--- src/rtl/load_store_unit_pkg.sv ---
// Shared encodings for the load/store unit: access sizes, FSM states, lane geometry.
package load_store_unit_pkg;

  // Byte lanes in one 32-bit memory word, and bits per lane.
  localparam int unsigned LANES_PER_WORD = 4;
  localparam int unsigned LANE_BITS      = 8;

  typedef enum logic [1:0] {
    SIZE_BYTE = 2'b00,
    SIZE_HALF = 2'b01,
    SIZE_WORD = 2'b10,
    SIZE_RSVD = 2'b11
  } size_e;

  typedef enum logic [1:0] {
    ST_IDLE  = 2'b00,
    ST_READ  = 2'b01,
    ST_WRITE = 2'b10,
    ST_RESP  = 2'b11
  } state_e;

  // True when the size is reserved or the byte offset is not naturally aligned for it.
  function automatic logic size_misaligned(input logic [1:0] size, input logic [1:0] offset);
    logic bad;
    case (size)
      SIZE_BYTE: bad = 1'b0;
      SIZE_HALF: bad = offset[0];
      SIZE_WORD: bad = |offset;
      default:   bad = 1'b1;
    endcase
    return bad;
  endfunction

endpackage

--- src/rtl/lsu_lane_align.sv ---
// Combinational lane steering: extracts/extends load data and merges sub-word store data.
module lsu_lane_align
  import load_store_unit_pkg::*;
(
  input  logic [$clog2(LANES_PER_WORD)-1:0] addr,
  input  logic [1:0]                        size,
  input  logic                              is_unsigned,
  input  logic [31:0]                       word,
  input  logic [31:0]                       wdata,
  output logic [31:0]                       load_data,
  output logic [31:0]                       store_word
);

  logic [LANE_BITS-1:0] byte_val;
  logic [15:0]          half_val;
  logic [4:0]           bit_base;

  // Select the addressed lane, extend loads, and replace only that lane for stores.
  always_comb begin
    bit_base   = {addr, 3'b000};
    byte_val   = word[bit_base +: LANE_BITS];
    half_val   = addr[1] ? word[31:16] : word[15:0];
    load_data  = '0;
    store_word = word;
    case (size)
      SIZE_BYTE: begin
        load_data = {{24{~is_unsigned & byte_val[7]}}, byte_val};
        store_word[bit_base +: LANE_BITS] = wdata[LANE_BITS-1:0];
      end
      SIZE_HALF: begin
        load_data = {{16{~is_unsigned & half_val[15]}}, half_val};
        if (addr[1]) store_word[31:16] = wdata[15:0];
        else         store_word[15:0]  = wdata[15:0];
      end
      SIZE_WORD: begin
        load_data  = word;
        store_word = wdata;
      end
      default: ;
    endcase
  end

endmodule

--- src/rtl/load_store_unit.sv ---
// Load/store unit: valid/ready request port in, word-addressed memory port out.
// Sub-word stores are done as read-modify-write.
module load_store_unit
  import load_store_unit_pkg::*;
#(
  parameter int unsigned addresswidth = 32,
  parameter int unsigned depth        = 2**14
) (
  input  logic                    clk,
  input  logic                    reset_n,
  input  logic                    req_valid,
  output logic                    req_ready,
  input  logic                    req_write,
  input  logic [1:0]              req_size,
  input  logic                    req_unsigned,
  input  logic [31:0]             req_addr,
  input  logic [31:0]             req_wdata,
  output logic                    resp_valid,
  output logic [31:0]             resp_rdata,
  output logic                    resp_error,
  output logic [addresswidth-1:0] mem_address,
  output logic                    mem_write_en,
  output logic                    mem_read_en,
  output logic [31:0]             mem_data_in,
  input  logic [31:0]             mem_data_out
);

  state_e                  state_q, state_d;
  logic [1:0]              offset_q, offset_d;
  logic [1:0]              size_q, size_d;
  logic                    unsigned_q, unsigned_d;
  logic                    write_q, write_d;
  logic [31:0]             wdata_q, wdata_d;
  logic [addresswidth-1:0] mem_address_q, mem_address_d;
  logic [31:0]             mem_data_in_q, mem_data_in_d;
  logic [31:0]             resp_rdata_q, resp_rdata_d;
  logic                    resp_error_q, resp_error_d;

  logic                    req_err;
  logic [31:0]             load_data;
  logic [31:0]             store_word;

  assign req_err = size_misaligned(req_size, req_addr[1:0]) ||
                   ({2'b00, req_addr[31:2]} >= depth);

  // mem_data_out is only meaningful in READ, which is the only state whose results are used.
  lsu_lane_align u_lane_align (
    .addr        (offset_q),
    .size        (size_q),
    .is_unsigned (unsigned_q),
    .word        (mem_data_out),
    .wdata       (wdata_q),
    .load_data   (load_data),
    .store_word  (store_word)
  );

  // Next-state logic: accept/decode in IDLE, capture read data in READ, pulse response in RESP.
  always_comb begin
    state_d       = state_q;
    offset_d      = offset_q;
    size_d        = size_q;
    unsigned_d    = unsigned_q;
    write_d       = write_q;
    wdata_d       = wdata_q;
    mem_address_d = mem_address_q;
    mem_data_in_d = mem_data_in_q;
    resp_rdata_d  = resp_rdata_q;
    resp_error_d  = resp_error_q;
    case (state_q)
      ST_IDLE: begin
        if (req_valid) begin
          offset_d   = req_addr[1:0];
          size_d     = req_size;
          unsigned_d = req_unsigned;
          write_d    = req_write;
          wdata_d    = req_wdata;
          if (req_err) begin
            // No strobe for a bad request; go straight to the error response.
            resp_error_d = 1'b1;
            resp_rdata_d = '0;
            state_d      = ST_RESP;
          end else begin
            mem_address_d = addresswidth'(req_addr[31:2]);
            if (req_write && (req_size == SIZE_WORD)) begin
              mem_data_in_d = req_wdata;
              state_d       = ST_WRITE;
            end else begin
              state_d = ST_READ;
            end
          end
        end
      end
      ST_READ: begin
        if (write_q) begin
          mem_data_in_d = store_word;
          state_d       = ST_WRITE;
        end else begin
          resp_rdata_d = load_data;
          state_d      = ST_RESP;
        end
      end
      ST_WRITE: state_d = ST_RESP;
      ST_RESP: begin
        resp_rdata_d = '0;
        resp_error_d = 1'b0;
        state_d      = ST_IDLE;
      end
      default: state_d = ST_IDLE;
    endcase
  end

  // State and datapath registers with synchronous active-low reset.
  always_ff @(posedge clk) begin
    if (!reset_n) begin
      state_q       <= ST_IDLE;
      offset_q      <= '0;
      size_q        <= '0;
      unsigned_q    <= 1'b0;
      write_q       <= 1'b0;
      wdata_q       <= '0;
      mem_address_q <= '0;
      mem_data_in_q <= '0;
      resp_rdata_q  <= '0;
      resp_error_q  <= 1'b0;
    end else begin
      state_q       <= state_d;
      offset_q      <= offset_d;
      size_q        <= size_d;
      unsigned_q    <= unsigned_d;
      write_q       <= write_d;
      wdata_q       <= wdata_d;
      mem_address_q <= mem_address_d;
      mem_data_in_q <= mem_data_in_d;
      resp_rdata_q  <= resp_rdata_d;
      resp_error_q  <= resp_error_d;
    end
  end

  assign req_ready    = (state_q == ST_IDLE);
  assign mem_read_en  = (state_q == ST_READ);
  assign mem_write_en = (state_q == ST_WRITE);
  assign resp_valid   = (state_q == ST_RESP);
  assign resp_rdata   = resp_rdata_q;
  assign resp_error   = resp_error_q;
  assign mem_address  = mem_address_q;
  assign mem_data_in  = mem_data_in_q;

endmodule
--- config.mk ---
export PLATFORM = sky130hd
export DESIGN_NAME = load_store_unit
export DESIGN_NICKNAME = d
export VERILOG_FILES = /design/src/rtl/load_store_unit_pkg.sv /design/src/rtl/lsu_lane_align.sv /design/src/rtl/load_store_unit.sv
export SDC_FILE = /design/constraint.sdc
export NUM_CORES = 1
export LEC_CHECK = 0
export CAP_MARGIN = 20
export CORE_MARGIN = 4
export CORE_UTILIZATION = 38
export DETAILED_ROUTE_END_ITERATION = 10
export PLACE_DENSITY = 0.66
export SETUP_SLACK_MARGIN = 0.15
export SLEW_MARGIN = 20
export SYNTH_ARGS = -nofsm -noshare
export SYNTH_HDL_FRONTEND = slang
export SYNTH_SLANG_ARGS = --single-unit
--- constraint.sdc ---
create_clock -name clk -period 7.4 [get_ports clk]
set_clock_uncertainty 0.2 [all_clocks]
set_input_delay 1.48 -clock clk [delete_from_list [all_inputs] [get_ports clk]]
set_output_delay 1.48 -clock clk [all_outputs]
set_load 0.05 [all_outputs]
# After elaboration in Yosys (flattened, before gate mapping)

Index checks and enable logic that the tools add are counted.

$add $sub $neg: 1
Magnitude comparators: 1
Equality and inequality tests: 13
Shifts and indexed selects: 3
Muxes and demuxes: 24
Bitwise gates (word level): 4
Reduce and logical (&&, ||, !) cells: 14

Operator list:

| cell                   | number |
|---|---|
| $pmux 32 s3            | 3 |
| $mux 32                | 7 |
| $pmux 32 s2            | 1 |
| $mux 16                | 3 |
| $bwmux 32              | 1 |
| $shift 8x7->32 const A | 1 |
| $shiftx 32x6->8        | 1 |
| $shiftx 8x7->32        | 1 |
| $ge 30x15->1 const B   | 1 |
| $eq 2x2->1 const B     | 4 |
| $pmux 2 s4             | 1 |
| $neg 5->7              | 1 |
| $eq 2x1->1 const B     | 3 |
| $logic_not 2->1        | 3 |
| $mux 2                 | 3 |
| $ne 2x1->1 const B     | 3 |
| $ne 2x2->1 const B     | 3 |
| $reduce_and 3->1       | 2 |
| $reduce_and 5->1       | 1 |
| $reduce_and 4->1       | 1 |
| $reduce_bool 2->1      | 2 |
| $mux 1                 | 3 |
| $pmux 1 s3             | 1 |
| $reduce_bool 3->1      | 1 |
| other kinds (7)        | 9 |

Register bits after elaboration: 135
Bits of input ports: 103
Output and inout port bits: 101
Logic and storage cells: 70

# Logic depth before layout (Yosys ltp)

Depth in word-level cells: 6
Mapped depth: 10
Mapped depth without buffers: 7

# Cells and area by module

Synthesis repeated with hierarchy kept, for this count alone.

Cell total of the unflattened synthesis: 829
Area total of the unflattened synthesis: 7272.0 um^2

Modules (own cells, without submodules):

| module          | instances | cells an instance | area each (um^2) | seq. area each (um^2) |
|---|---|---|---|---|
| load_store_unit | 1         | 611               | 5554.1           | 2702.6 |
| lsu_lane_align  | 1         | 218               | 1717.9           | 0.0 |

# Worst setup path after synthesis

No wires, ideal clock.

Path kind: input to register
Start point: input req_addr[26]
End point: register resp_rdata_q[7] (netlist: resp_rdata[7])
Library setup time: 115 ps
Data arrival time: 2867 ps
Required time: 7085 ps
Setup slack: 4218 ps
Stages: 6
Buffers on the path: 1
Cells stage by stage: nor4_1 nand4_1 o21ai_1 buf_2 a211oi_1 o21a_1

Word-level cells in the longest chain between the ends: 4

RTL lines:

| element                           | RTL line               | text |
|---|---|---|
| start: declaration                | load_store_unit.sv:16  | `input logic [31:0] req_addr,` |
| $ge 30x15->1                      | load_store_unit.sv:44  | `({2'b00, req_addr[31:2]} >= depth);` |
| $logic_or 1x1->1                  | load_store_unit.sv:43  | `assign req_err = size_misaligned(req_size, req_addr[1:0]) \|\|` |
| $ne 2x1->1 (no source line)       | n/a                    |  |
| $reduce_and 4->1 (no source line) | n/a                    |  |
| end signal: assignment            | load_store_unit.sv:134 | `resp_rdata_q <= resp_rdata_d;` |
| end: declaration                  | load_store_unit.sv:36  | `logic [31:0] resp_rdata_q, resp_rdata_d;` |

Every way passes these cells.
A chain may end at the register's enable or synchronous reset.

# Final worst setup path

Start point: register state_q[1]
End point: output mem_read_en

Word-level cells in the longest chain between the ends: 1

RTL lines:

| element                  | RTL line               | text |
|---|---|---|
| start: declaration       | load_store_unit.sv:28  | `state_e state_q, state_d;` |
| start signal: assignment | load_store_unit.sv:126 | `state_q <= state_d;` |
| $eq 2x1->1               | load_store_unit.sv:140 | `assign mem_read_en = (state_q == ST_READ);` |
| end: declaration         | load_store_unit.sv:23  | `output logic mem_read_en,` |

Every way passes these cells.

==> key figures <==
Status
  • Status: completed

Critical path
  • Arr. time, crit path: about 2.3 ns
  • Critical R2R Launch: state_q[1]$_SDFFE_PN0N_
  • CP Class: reg -> out
  • Worst Setup SP: state_q[1]$_SDFFE_PN0N_
  • Crit path capture type: output pin
  • R2r setup slk: about 3.7 ns
  • Worst EP required: approximately 5.7 ns
  • Worst-path fanout max: 46
  • Startpoint Class: flip-flop
  • RR Endpoint: mem_data_in[9]$_SDFFE_PN0P_
  • Worst R2R Path Depth: 9

Routing
  • Iteration-0 DRC Markers: between 800 and 900
  • DR vias/cell: ~5.8
  • Pre-antenna DRT Iters: 5
  • Post-Route WL: roughly 25000 um
  • ANT nets after route: 0
  • Wire per inst: approximately 20 um
  • Post-route DRC: 0
  • Via count: roughly 7300

Die
  • Initial cell density of the core: between 30% and 40%
  • DIE WIDTH: about 150 um
  • Row cnt: a little under 50
  • DIE HEIGHT: between 100 and 150 um
  • Core footprint: between 15000 and 20000 um^2
  • I/O Pins: 204
  • Die area: roughly 21000 um^2

Clock network
  • Clock tree buffer depth: 2
  • CTS sink count: 135
  • Resize count post-CTS: 0
  • Root Buffer: clkbuf_16
  • CTS Hold Buffers Added: 0
  • Clock Latency Late Sink: 0.43 ns
  • Setup Buffers After CTS: 0
  • CTS tree: yes
  • TritonCTS buffer count: 17
  • Clock transition at the registers of the reported paths: 0.06 ns
  • H-tree depth: 4

GRT
  • Antenna violations before repair: 2
  • Largest net degree at the start of global routing: 110
  • GRT Overall Usage: around a quarter
  • Vias in the first global route: between 6000 and 7000
  • First-pass GRT wire length: approximately 40000 um
  • Gr ovfl total: 0

Finish
  • Number of diodes: 0
  • Multi-input logic area: ~4100 um^2
  • Reg area: about 2700 um^2
  • Area Overhead vs Synth: 36.6%
  • Nets: around 1100
  • Most frequent cells in the layout: 200 x clkdlybuf4s50_1, 177 x nand2_1, 135 x dfxtp_1
  • Most common cell after layout, fill and taps aside: clkdlybuf4s50_1
  • Util after Layout: 53.6%
  • Layout cell share with drive strength beyond 1: 8.24%
  • Fillers: between 1500 and 2000

Timing
  • RSZ-0062 raised after global routing: no
  • Post-layout min period: ~4 ns
  • Worst relative slew slack: 33.4%
  • Slew @ Worst Pin: 0.998 ns
  • Max-slew violations: 0
  • Final worst-path cycle share: 54.0%
  • Setup tns final: 0 ns
  • Fmax: 0.250 GHz
  • Final hold violations: 0
  • Setup-failing EPs final: 0
  • Final worst slack: about 3.4 ns

Run
  • MaxCap Viol Count: 0

Placed design
  • Final RePlAce weighted congestion: 0.933
  • DP Worst Slack: 3.02 ns
  • Count of input and output buffers: about 200
  • DP HPWL: around 18000 um

Yosys
  • Synth warn: 0
  • Number of enable flip-flop cells after synthesis: 0
  • Syn Inst Count: around 860
  • Avg Cell Area, Syn: about 8.3 um^2
  • Seq/Total Area, Yosys: between 30% and 40%
  • Synth Flop Type: dfxtp_1
  • Yosys cell types: 65
  • Number of synthesized register bits: 135
  • Post-synthesis cell area: ~7200 um^2
  • FFs w/ async S/R, synth: 0%

Hold path
  • Beginning of the worst hold path: resp_rdata[1]$_SDFFE_PN0P_
  • Hold depth: 2
  • Worst min path class: reg -> reg
  • Hold EP: resp_rdata[1]$_SDFFE_PN0P_

Power and ir drop
  • Peak VDD IR: between 0.15 and 0.2 mV
  • Power density cells: 318 nW/um^2
  • Pleak: about 3.4 nW
==> logic make-up (layout without fill, tap and decap cells) <==
group	after synthesis	after routing	synth area share [%]
other cells	1	2	0.0524
fa+ha+maj	9	9	1.57
buf+inv	96	262	5.57
compound gates	297	297	31.5
flops	135	135	37.7
mux	31	31	4.89
simple gates	295	295	18.7
==> metal layers <==
layer	global-route usage, %	vias up	wire length [um]
li1	-	3473	-
met1	31.2	3387	10900
met2	36.4	390	11300
met3	7.11	43	2350
met4	6.89	4	446
met5	0	-	27
==> per-stage QoR <==
step                      cell area, um^2  power (mW)  std cells  hold slack, ns
after CTS                            9780        3.13       1260           0.255
after floorplan                      7170        1.87        865           0.241
final                                9780        3.11       1260           0.252
after global placement               9230        2.31       1228           0.238
after global routing                 9780        3.28       1260           0.261
after detailed placement             9230        2.31       1228           0.248
==> flip-flops by register name, summed over array words and instances, names as in the netlist <==
| name | cells |
|---|---|
| offset_q | 2 |
| size_q | 2 |
| unsigned_q | 1 |
| write_q | 1 |
| resp_rdata | 32 |
| resp_error | 1 |
| wdata_q | 32 |
| state_q | 2 |
| mem_address | 30 |
| mem_data_in | 32 |
==> critical path, stage by stage, from the launching register on <==
cell and delay (ns):
dfxtp_1 0.34, inv_1 0.08, ha_1 0.13, buf_4 0.42
clkdlybuf4s50_1 0.91
==> worst max path at each step <==
stage	end	slack (ns)	cells past startpoint
3_5_place_dp	mem_data_in[9]$_SDFFE_PN0P_	3.02	7
4_1_cts	mem_read_en	3.38	4
2_1_floorplan	resp_rdata[7]$_SDFFE_PN0P_	4.22	6
5_1_grt	mem_data_in[9]$_SDFFE_PN0P_	3.12	7
3_3_place_gp	mem_data_in[19]$_SDFFE_PN0P_	3.03	7
6_report	mem_read_en	3.41	4
==> synthesized netlist by cell type (7+ instances only) <==
cell type    n  area [um^2]
a211o_1     11         96.3
a211oi_1    13         97.6
a21boi_0    58          435
a21boi_1     8         60.1
a21boi_2    10          113
a21oi_1     29          145
a221o_1     12          120
a221o_2      7         78.8
a221oi_1    16          140
a222oi_1     8         80.1
a22oi_1     11         82.6
a31oi_1     16          100
and2_1      12         75.1
and3_1      16          100
buf_2       13         65.1
clkbuf_1    60          225
dfxtp_1    135         2700
ha_1         9          113
inv_1       13         48.8
mux2_2       9          101
mux2i_1     20          200
nand2_1    177          664
nand3_1      7         35.0
nor2_1      40          150
nor2b_1      7         43.8
o21a_1      14          105
o21ai_0     29          145
o22ai_1     16          100
o32ai_1     16          140
==> power breakdown <==
part | internal [mW] | switching (mW)
combinational | 0.472 | 0.908
clock | 0.441 | 0.358
sequential | 0.842 | 0.0907
==> area by class of cell <==
type | count | area share (%)
clock inverters | 15 | 1.33
clock buffers | 17 | 4.35
well taps | 229 | 2.93
multi-input cells | 634 | 41.6
flip-flops and latches | 135 | 27.6
repair buffers | 215 | 21.6
inverters | 15 | 0.575
(Power assumes the default switching activity.)
